**src/rtl/pdm_pkg.sv**
```systemverilog
// pdm_pkg: shared state encoding and default parameters for the PDM transmitter
package pdm_pkg;
  typedef enum logic [1:0] {IDLE, START, RUN, STOP} pdm_tx_state_t;
  localparam logic [15:0] PDM_SILENCE = 16'h8000;
  localparam int DEF_CLK_DIV = 40;
  localparam int DEF_DECIM = 64;
  localparam int DEF_SAMPLE_W = 16;
  localparam int DEF_FIFO_DEPTH = 4;
endpackage

```
**src/rtl/pdm_audio_out_if.sv**
```systemverilog
// pdm_audio_out_if: PCM sample valid/ready handshake into the PDM transmitter
interface pdm_audio_out_if #(
  parameter int SAMPLE_W = pdm_pkg::DEF_SAMPLE_W
);
  logic signed [SAMPLE_W-1:0] sample_in;
  logic sample_valid;
  logic sample_ready;
  modport master (output sample_in, output sample_valid, input sample_ready);
  modport slave (input sample_in, input sample_valid, output sample_ready);
endinterface

```
**src/rtl/sample_fifo.sv**
```systemverilog
// sample_fifo: power-of-two FIFO with extra-bit pointers and synchronous flush
module sample_fifo #(
  parameter int WIDTH = 16,
  parameter int DEPTH = 4
) (
  input  logic             clk,
  input  logic             reset,
  input  logic             push_i,
  input  logic             pop_i,
  input  logic             flush_i,
  input  logic [WIDTH-1:0] data_i,
  output logic [WIDTH-1:0] data_o,
  output logic             full_o,
  output logic             empty_o
);
  localparam int AW = $clog2(DEPTH);
  logic [WIDTH-1:0] mem_q [DEPTH];
  logic [AW:0] wr_q, rd_q;
  logic do_push;
  assign do_push = push_i && !full_o && !flush_i;
  assign empty_o = wr_q == rd_q;
  assign full_o = wr_q == {~rd_q[AW], rd_q[AW-1:0]};
  assign data_o = mem_q[rd_q[AW-1:0]];
  always_ff @(posedge clk or posedge reset)
    if (reset) begin
      wr_q <= '0;
      rd_q <= '0;
    end else if (flush_i) rd_q <= wr_q;
    else begin
      if (do_push) wr_q <= wr_q + 1'b1;
      if (pop_i && !empty_o) rd_q <= rd_q + 1'b1;
    end
  always_ff @(posedge clk) if (do_push) mem_q[wr_q[AW-1:0]] <= data_i;
endmodule

```
**src/rtl/pdm_audio_out.sv**
```systemverilog
// pdm_audio_out: buffered PCM to first-order sigma-delta PDM transmitter with
// its own bit clock and amplifier shutdown control
module pdm_audio_out
  import pdm_pkg::*;
#(
  parameter int CLK_DIV = DEF_CLK_DIV,
  parameter int DECIM = DEF_DECIM,
  parameter int SAMPLE_W = DEF_SAMPLE_W,
  parameter int FIFO_DEPTH = DEF_FIFO_DEPTH
) (
  input  logic clk,
  input  logic reset,
  input  logic enable,
  pdm_audio_out_if.slave s,
  output logic pdmClk,
  output logic pdmData,
  output logic audSd,
  output logic underrun,
  output logic busy
);
  localparam int DW = $clog2(CLK_DIV);
  localparam int BW = $clog2(DECIM);
  localparam logic [SAMPLE_W-1:0] SIL = SAMPLE_W'(1) << (SAMPLE_W - 1);
  pdm_tx_state_t state_q;
  logic [DW-1:0] div_q;
  logic [BW-1:0] bit_q;
  logic [SAMPLE_W-1:0] acc_q, cur_q, dout;
  logic [SAMPLE_W:0] sum;
  logic full, empty, run, tick, bound, push, pop, flush;
  assign run = state_q == RUN || state_q == STOP;
  assign tick = run && div_q == DW'(CLK_DIV - 1);
  assign bound = tick && bit_q == BW'(DECIM - 1);
  assign sum = {1'b0, acc_q} + {1'b0, cur_q};
  assign push = s.sample_valid && s.sample_ready;
  assign pop = !empty && ((state_q == START && enable) || (state_q == RUN && bound));
  assign flush = state_q == STOP && bound;
  assign s.sample_ready = !reset && !full && state_q != STOP;
  assign pdmClk = run && div_q < DW'(CLK_DIV / 2);
  assign busy = state_q != IDLE;
  sample_fifo #(.WIDTH(SAMPLE_W), .DEPTH(FIFO_DEPTH)) u_fifo (
    .clk(clk), .reset(reset), .push_i(push), .pop_i(pop), .flush_i(flush),
    .data_i(s.sample_in), .data_o(dout), .full_o(full), .empty_o(empty)
  );
  // pdmData takes the carry on the tick, so it changes with the pdmClk rising edge
  always_ff @(posedge clk or posedge reset)
    if (reset) begin
      state_q <= IDLE;
      div_q <= '0;
      bit_q <= '0;
      acc_q <= '0;
      cur_q <= '0;
      pdmData <= 1'b0;
      audSd <= 1'b0;
      underrun <= 1'b0;
    end else begin
      if (run) div_q <= tick ? '0 : div_q + 1'b1;
      if (tick) begin
        acc_q <= sum[SAMPLE_W-1:0];
        pdmData <= sum[SAMPLE_W];
        bit_q <= bit_q + 1'b1;
      end
      case (state_q)
        IDLE: if (enable) begin
          underrun <= 1'b0;
          state_q <= START;
        end
        START: if (!enable) state_q <= IDLE;
        else if (!empty) begin
          cur_q <= dout ^ SIL;
          acc_q <= '0;
          div_q <= '0;
          bit_q <= '0;
          audSd <= 1'b1;
          state_q <= RUN;
        end
        RUN: begin
          if (bound) begin
            cur_q <= empty ? SIL : dout ^ SIL;
            if (empty) underrun <= 1'b1;
          end
          if (!enable) state_q <= STOP;
        end
        default: if (bound) begin
          pdmData <= 1'b0;
          audSd <= 1'b0;
          state_q <= IDLE;
        end
      endcase
    end
endmodule

```
**src/flat_wrapper.sv**
```systemverilog
// flat-port wrapper written by rule: the top's interface ports become plain ports
module pdm_audio_out_flat import pdm_pkg::*;
#(
  parameter int CLK_DIV = DEF_CLK_DIV,
  parameter int DECIM = DEF_DECIM,
  parameter int SAMPLE_W = DEF_SAMPLE_W,
  parameter int FIFO_DEPTH = DEF_FIFO_DEPTH
)
  (clk, reset, enable, pdmClk, pdmData, audSd, underrun, busy, s_sample_in, s_sample_valid, s_sample_ready);
  pdm_audio_out_if #(.SAMPLE_W(SAMPLE_W)) s_i ();
  input  logic clk;
  input  logic reset;
  input  logic enable;
  output logic pdmClk;
  output logic pdmData;
  output logic audSd;
  output logic underrun;
  output logic busy;
  input wire logic [$bits(s_i.sample_in)-1:0] s_sample_in;
  input wire logic [$bits(s_i.sample_valid)-1:0] s_sample_valid;
  output wire logic [$bits(s_i.sample_ready)-1:0] s_sample_ready;
  assign s_i.sample_in = s_sample_in;
  assign s_i.sample_valid = s_sample_valid;
  assign s_sample_ready = s_i.sample_ready;
  pdm_audio_out #(.CLK_DIV(CLK_DIV), .DECIM(DECIM), .SAMPLE_W(SAMPLE_W), .FIFO_DEPTH(FIFO_DEPTH)) u_core (.clk(clk), .reset(reset), .enable(enable), .s(s_i), .pdmClk(pdmClk), .pdmData(pdmData), .audSd(audSd), .underrun(underrun), .busy(busy));
endmodule
```
**config.mk**
```make
export PLATFORM = sky130hd
export DESIGN_NAME = pdm_audio_out_flat
export DESIGN_NICKNAME = d
export VERILOG_FILES = /design/src/rtl/pdm_pkg.sv /design/src/rtl/pdm_audio_out_if.sv /design/src/rtl/sample_fifo.sv /design/src/rtl/pdm_audio_out.sv /design/src/flat_wrapper.sv
export SDC_FILE = /design/constraint.sdc
export NUM_CORES = 1
export LEC_CHECK = 0
export CAP_MARGIN = 40
export CELL_PAD_IN_SITES_DETAIL_PLACEMENT = 0
export CELL_PAD_IN_SITES_GLOBAL_PLACEMENT = 2
export CORE_ASPECT_RATIO = 0.7
export CORE_MARGIN = 1
export CORE_UTILIZATION = 38
export CTS_BUF_LIST = sky130_fd_sc_hd__clkbuf_8
export CTS_CLUSTER_DIAMETER = 150
export CTS_CLUSTER_SIZE = 20
export DETAILED_ROUTE_END_ITERATION = 10
export PLACE_DENSITY = 0.7
export SLEW_MARGIN = 20
export SYNTH_ARGS = -nofsm -noshare
export SYNTH_HDL_FRONTEND = slang
export SYNTH_SLANG_ARGS = --single-unit
```
**constraint.sdc**
```tcl
create_clock -name clk -period 3.7 [get_ports clk]
set_input_delay 0.925 -clock clk [delete_from_list [all_inputs] [get_ports clk]]
set_output_delay 0.925 -clock clk [all_outputs]
set_load 0.05 [all_outputs]
```
== Word-level counts from Yosys, hierarchy flattened ==
Memories as Yosys holds them, arrays and structs flattened.
Index checks and enable logic that the tools add are counted.
Operators by class
  shifts and indexed selects: 0
  multiplexer cells: 39
  div/mod/pow operators: 0
  equal/unequal tests: 15
  $mul: 0
  $lt $le $gt $ge: 1
  reduce and logical (&&, ||, !) cells: 33
  add/subtract/negate cells: 5
  bitwise logic cells: 4
Operators with widths (number)
  2-to-1 mux 16 bit: 8
  2-to-1 mux 6 bit: 9
  one-hot mux 16 bit (2 select lines): 1
  adder 16 x 16 -> 17 bit: 1
  AND reduction 4 bit: 4
  logical AND 1 bit: 13
  adder 6 x 1 -> 6 bit, second input constant: 2
  == test 6 bit, second input constant: 2
  2-to-1 mux 1 bit: 11
  2-to-1 mux 2 bit: 5
  != test 2 bit, second input constant: 5
  nonzero test 2 bit: 5
  adder 3 x 1 -> 3 bit, second input constant: 2
  == test 3 bit: 2
  less-than comparator 6 x 5 -> 1 bit, second input constant: 1
  2-to-1 mux 3 bit: 2
  one-hot mux 2 bit (3 select lines): 1
  == test 2 bit, second input constant: 2
  zero test 1 bit: 4
  != test 2 x 1 -> 1 bit, second input constant: 2
  NOT 1 bit: 4
  one-hot mux 1 bit (2 select lines): 2
  nonzero test 4 bit: 1
  != test 3 bit, second input constant: 1
  6 further kinds: 7
Word-level totals
  latch bits: 0
  memories kept: 1
  bits in read-only memories: 0
  word-level logic and storage cells: 108
  bits in writable memories: 64
  output and inout port bits: 6
  flip-flop bits (word level): 55
  input port bits: 20
Memories
  u_core.u_fifo.mem_q: depth 4, bits a word 16, read ports 1, clocked after Yosys merged registers in 0, wr ports 1, line sample_fifo.sv:17  | logic [WIDTH-1:0] mem_q [DEPTH];

== Logic depth before layout (Yosys ltp) ==
  word-level depth: 10
  gate-level depth with buffers: 8
  mapped depth without buffers: 8

== Hierarchy ==
A second synthesis with hierarchy kept.
Unflattened totals
  cell total of the unflattened synthesis: 444
  area total of the unflattened synthesis: 5690.5 µm²
Modules (own cells, without submodules)
  sample_fifo: cells each 141, instances 1, sequential area each 2072.0 µm², area an instance 2857.7 µm²
  pdm_audio_out: cells each 303, instances 1, sequential area each 1226.2 µm², area an instance 2832.7 µm²

== Least setup slack after synthesis ==
No wires, ideal clock.
  kind: input to register
  start point: input port reset
  end point: memory u_core.u_fifo.mem_q[3][0] (enable)
  path buffers: 0
  data required time: 3.325 ns
  cell stages on the path: 2
  setup time: 0.375 ns
  slack: 0.966 ns
  arrival time: 2.358 ns
  path through: a221oi_2 -> and3_1
On the way
  longest elaborated chain between the ends: 8
Ends and longest elaborated chain
  from (decl): line flat_wrapper.sv:12  | input logic reset;
  zero test 1 bit: line pdm_audio_out.sv:37  | assign s.sample_ready = !reset && !full && state_q != STOP;
  logical AND 1 bit (2 in series): line pdm_audio_out.sv:37
  logical AND 1 bit: line pdm_audio_out.sv:34  | assign push = s.sample_valid && s.sample_ready;
  logical AND 1 bit (2 in series): line sample_fifo.sv:20  | assign do_push = push_i && !full_o && !flush_i;
  2-to-1 mux 1 bit: line sample_fifo.sv:33  | always_ff @(posedge clk) if (do_push) mem_q[wr_q[AW-1:0]] <= data_i;
  2-to-1 mux 1 bit (implied by the code): line sample_fifo.sv:33
  to (decl): line sample_fifo.sv:17
No other way between the ends.

== Worst setup path in the final report ==
  start point: register u_core.state_q[1]
  end point: output port pdmClk
On the way
  longest elaborated chain between the ends: 3
  elaborated cells between the ends (all ways): 4
  classes of those cells: eq/ne (2); reduce/logical (2)
Ends and longest elaborated chain
  from (decl): line pdm_audio_out.sv:24  | pdm_tx_state_t state_q;
  from (signal assigned): line pdm_audio_out.sv:47  | state_q <= IDLE;
  from (signal assigned): line pdm_audio_out.sv:65  | state_q <= START;
  from (signal assigned): line pdm_audio_out.sv:67  | START: if (!enable) state_q <= IDLE;
  == test 2 bit: line pdm_audio_out.sv:30  | assign run = state_q == RUN || state_q == STOP;
  logical OR 1 bit (*): line pdm_audio_out.sv:30
  logical AND 1 bit (*): line pdm_audio_out.sv:38  | assign pdmClk = run && div_q < DW'(CLK_DIV / 2);
  to (decl): line flat_wrapper.sv:14  | output logic pdmClk;
Mark *: on every way between the ends. The rest lies on a longest branch, timed or not.

==> results.json <==
{
  "postRouteAntennaNets": 0,
  "maxCapViolations": 0,
  "status": "complete, no violations",
  "worstHoldPathType": "reg2reg",
  "power.density_nw_per_um2": 747,
  "combPwrFrac": 0.373,
  "rsz0062_at_grt": "false",
  "min_period_ns": 2.98,
  "syn_area_um2": 5600,
  "ctsResizeCount": 0,
  "clk_latency_ns": 0.43,
  "dieArea_um2": 15200,
  "ys_types": 59,
  "final_nets": 500,
  "p_seq_frac": 0.409,
  "cts_buffers": 17,
  "drc": 0,
  "design_area_um2": 6420,
  "grt_use_total": 0.166,
  "p_leak_nw": 2.51,
  "die_h_um": 104,
  "tightest_slew_ns": 0.783,
  "grt_pass1_wl_um": 19200,
  "ir_worst_vdd_uv": 291,
  "drt-pass1-iter-count": 4,
  "synth-edff-count": 64,
  "synth_top_area_share": 0.343,
  "drtIter0Drc": 162,
  "slew_viol_final": 0,
  "htree_levels": 4,
  "dpl.hpwl_um": 8120,
  "io_pins": 26,
  "dieWidth_um": 147,
  "num_vias": 3470,
  "dpl-instance-area_um2": 6070,
  "synth_cells": 421,
  "path_clk_slew_ns": 0.07,
  "gr-total-overflow": 0,
  "clock_path_buffers": 2,
  "p_clk_frac": 0.218,
  "yosysTopAreaCell": "edfxtp_1",
  "clkSinkCount": 119,
  "required_ns": 2.77,
  "synth_warnings": 0,
  "synth-main-ff-cell": "edfxtp_1",
  "p_int_mw": 2.96,
  "layout.cells.most_common": "edfxtp_1",
  "tns_ns": 0,
  "cts_tree": "yes",
  "portBuffers": 25,
  "fin_crit_sh": 0.807,
  "critPathKind": "reg2out",
  "final-hold-violation-count": 0,
  "via_per_inst": 5.27,
  "postLayoutCoreUtil": 0.454,
  "final_cell_mix": "edfxtp_1 (64), dfrtp_1 (55), nand2_1 (37)",
  "cts_hold_buf": 0,
  "power_switching_mw": 1.83,
  "routedWlPerCell_um": 17.7,
  "grt_pass1_vias": 3502,
  "grt_max_degree": 32,
  "synthesis.nets": 465,
  "post-cts-setup-buffers": 0,
  "setup_viol": 0,
  "syn_to_final_growth_pct": 14.7,
  "p_total_mw": 4.79,
  "core_area_um2": 14100,
  "fp-row-count": 36,
  "netlist_top_cells_area": "edfxtp_1 (34%), dfrtp_1 (25%), mux4_2 (6.4%)",
  "cts_root_buffer": "clkbuf_8",
  "path_max_fanout": 13,
  "fillers": 1327,
  "start_util": 0.396,
  "antenna_cells": 0,
  "arrival_ns": 2.06,
  "drive_above_1_share": 0.156,
  "place.gp.congestion": 0.773,
  "cp-start-kind": "flip-flop",
  "endpoint_kind": "output pin",
  "whs_ns": 0.483,
  "fmax_mhz": 335,
  "slew_headroom": 0.465,
  "ys_async_sr_fraction": 0.462,
  "ys_ff_latch": 119,
  "switching_share": 0.382,
  "antenna_found_initial": 0,
  "syn_area_per_cell_um2": 13.3,
  "fin_skew_ns": 0.0133,
  "drt-total-wl_um": 11600,
  "seq_area_frac_synth": 0.589
}
==> power groups by stage <==
stage	combinational, mW	clock, mW	sequential, mW
after floorplan	1.43	0	1.91
after global placement	1.77	0	1.98
after detailed placement	1.80	0	1.99
after CTS	1.81	1.08	1.96
after global routing	2.00	1.13	2.01
final	1.79	1.05	1.96
==> final timing paths <==
| kind | from | cells after the start | endpoint | slack (ns) |
|---|---|---|---|---|
| hold / removal | u_core.audSd$_DFFE_PP0P_ | 1 | u_core.audSd$_DFFE_PP0P_ | 0.48 |
| setup / recovery | u_core.state_q[1]$_DFFE_PP0P_ | 2 | pdmClk | 0.72 |
| max in group asynchronous | reset | 3 | u_core.div_q[4]$_DFF_PP0_ | 2.16 |
| setup reg to reg | u_core.state_q[1]$_DFFE_PP0P_ | 6 | u_core.pdmData$_DFF_PP0_ | 1.20 |
| min in group asynchronous | reset | 2 | u_core.u_fifo.wr_q[1]$_DFFE_PP0P_ | 0.96 |
| hold reg to reg | u_core.audSd$_DFFE_PP0P_ | 1 | u_core.audSd$_DFFE_PP0P_ | 0.48 |
==> stage by stage <==
| step | setup WS, ns | cells |
|---|---|---|
| detailed placement | 0.761 | 627 |
| global placement | 0.790 | 627 |
| CTS | 0.675 | 659 |
| floorplan | 0.966 | 421 |
| finish | 0.716 | 659 |
| global route | 0.585 | 659 |
==> kinds of logic (layout without fill, tap and decap cells) <==
kind of cell               after synthesis  in the layout  synth area share
DFF                                    119            119             0.589
buffers and inverters                   27             75            0.0237
AOI/OAI and AO/OA                       91             91             0.120
xor gates and xnor gates                23             23            0.0360
adders and majority gates               24             24            0.0550
muxes                                   20             20            0.0715
and+or+nand+nor                        117            117             0.104
==> worst max-delay path: stages (launching register included) <==
cell and delay, ns:
dfrtp_1 0.62, and3b_1 0.22, clkdlybuf4s50_1 0.80
==> Yosys cell counts (2+ instances only) <==
cell type	count
and3_1	9
a21oi_1	24
a31oi_1	3
o211ai_1	3
edfxtp_1	64
nand4_1	7
a32o_1	16
or4_1	2
dfrtp_1	55
clkbuf_1	5
nor3_1	5
nor3_2	2
ha_1	23
nand3_1	5
o21ai_0	12
a2111oi_0	3
xnor2_1	11
buf_6	2
mux2i_1	4
nand2_1	37
nor2_1	28
nand3b_1	2
inv_1	8
xor2_1	12
and2_1	4
or2_2	3
nand2b_1	3
a21o_1	8
buf_2	10
mux4_2	16
or3_1	3
a211oi_1	5
==> per-layer routing <==
metal | track usage | part of all wire | vias to the layer above | routed length (µm)
li1 | - | - | 1677 | -
met1 | 0.240 | 0.52 | 1730 | 6040
met2 | 0.245 | 0.44 | 53 | 5130
met3 | 0.0405 | 0.027 | 10 | 319
met4 | 0.0552 | 0.012 | 0 | 144
met5 | 0 | 0 | - | 0
==> state kept, by name, summed over array words and instances, names as in the netlist <==
| signal | flops |
|---|---|
| u_core.audSd | 1 |
| u_core.u_fifo.wr_q | 3 |
| u_core.u_fifo.mem_q | 64 |
| u_core.acc_q | 16 |
| u_core.cur_q | 16 |
| u_core.state_q | 2 |
| u_core.bit_q | 6 |
| u_core.underrun | 1 |
| u_core.pdmData | 1 |
| u_core.u_fifo.rd_q | 3 |
| u_core.div_q | 6 |
==> area by class of cell <==
cell class / instances / area (µm²) / share of cell area
Clock buffer: 18 / 248 / 0.0386
Sequential cell: 119 / 3300 / 0.514
Clock inverter: 14 / 104 / 0.0162
Timing Repair Buffer: 35 / 335 / 0.0522
Multi-Input combinational cell: 275 / 2170 / 0.337
Tap cell: 190 / 238 / 0.0370
Inverter: 8 / 30.0 / 0.00468
(Power assumes the default switching activity.)
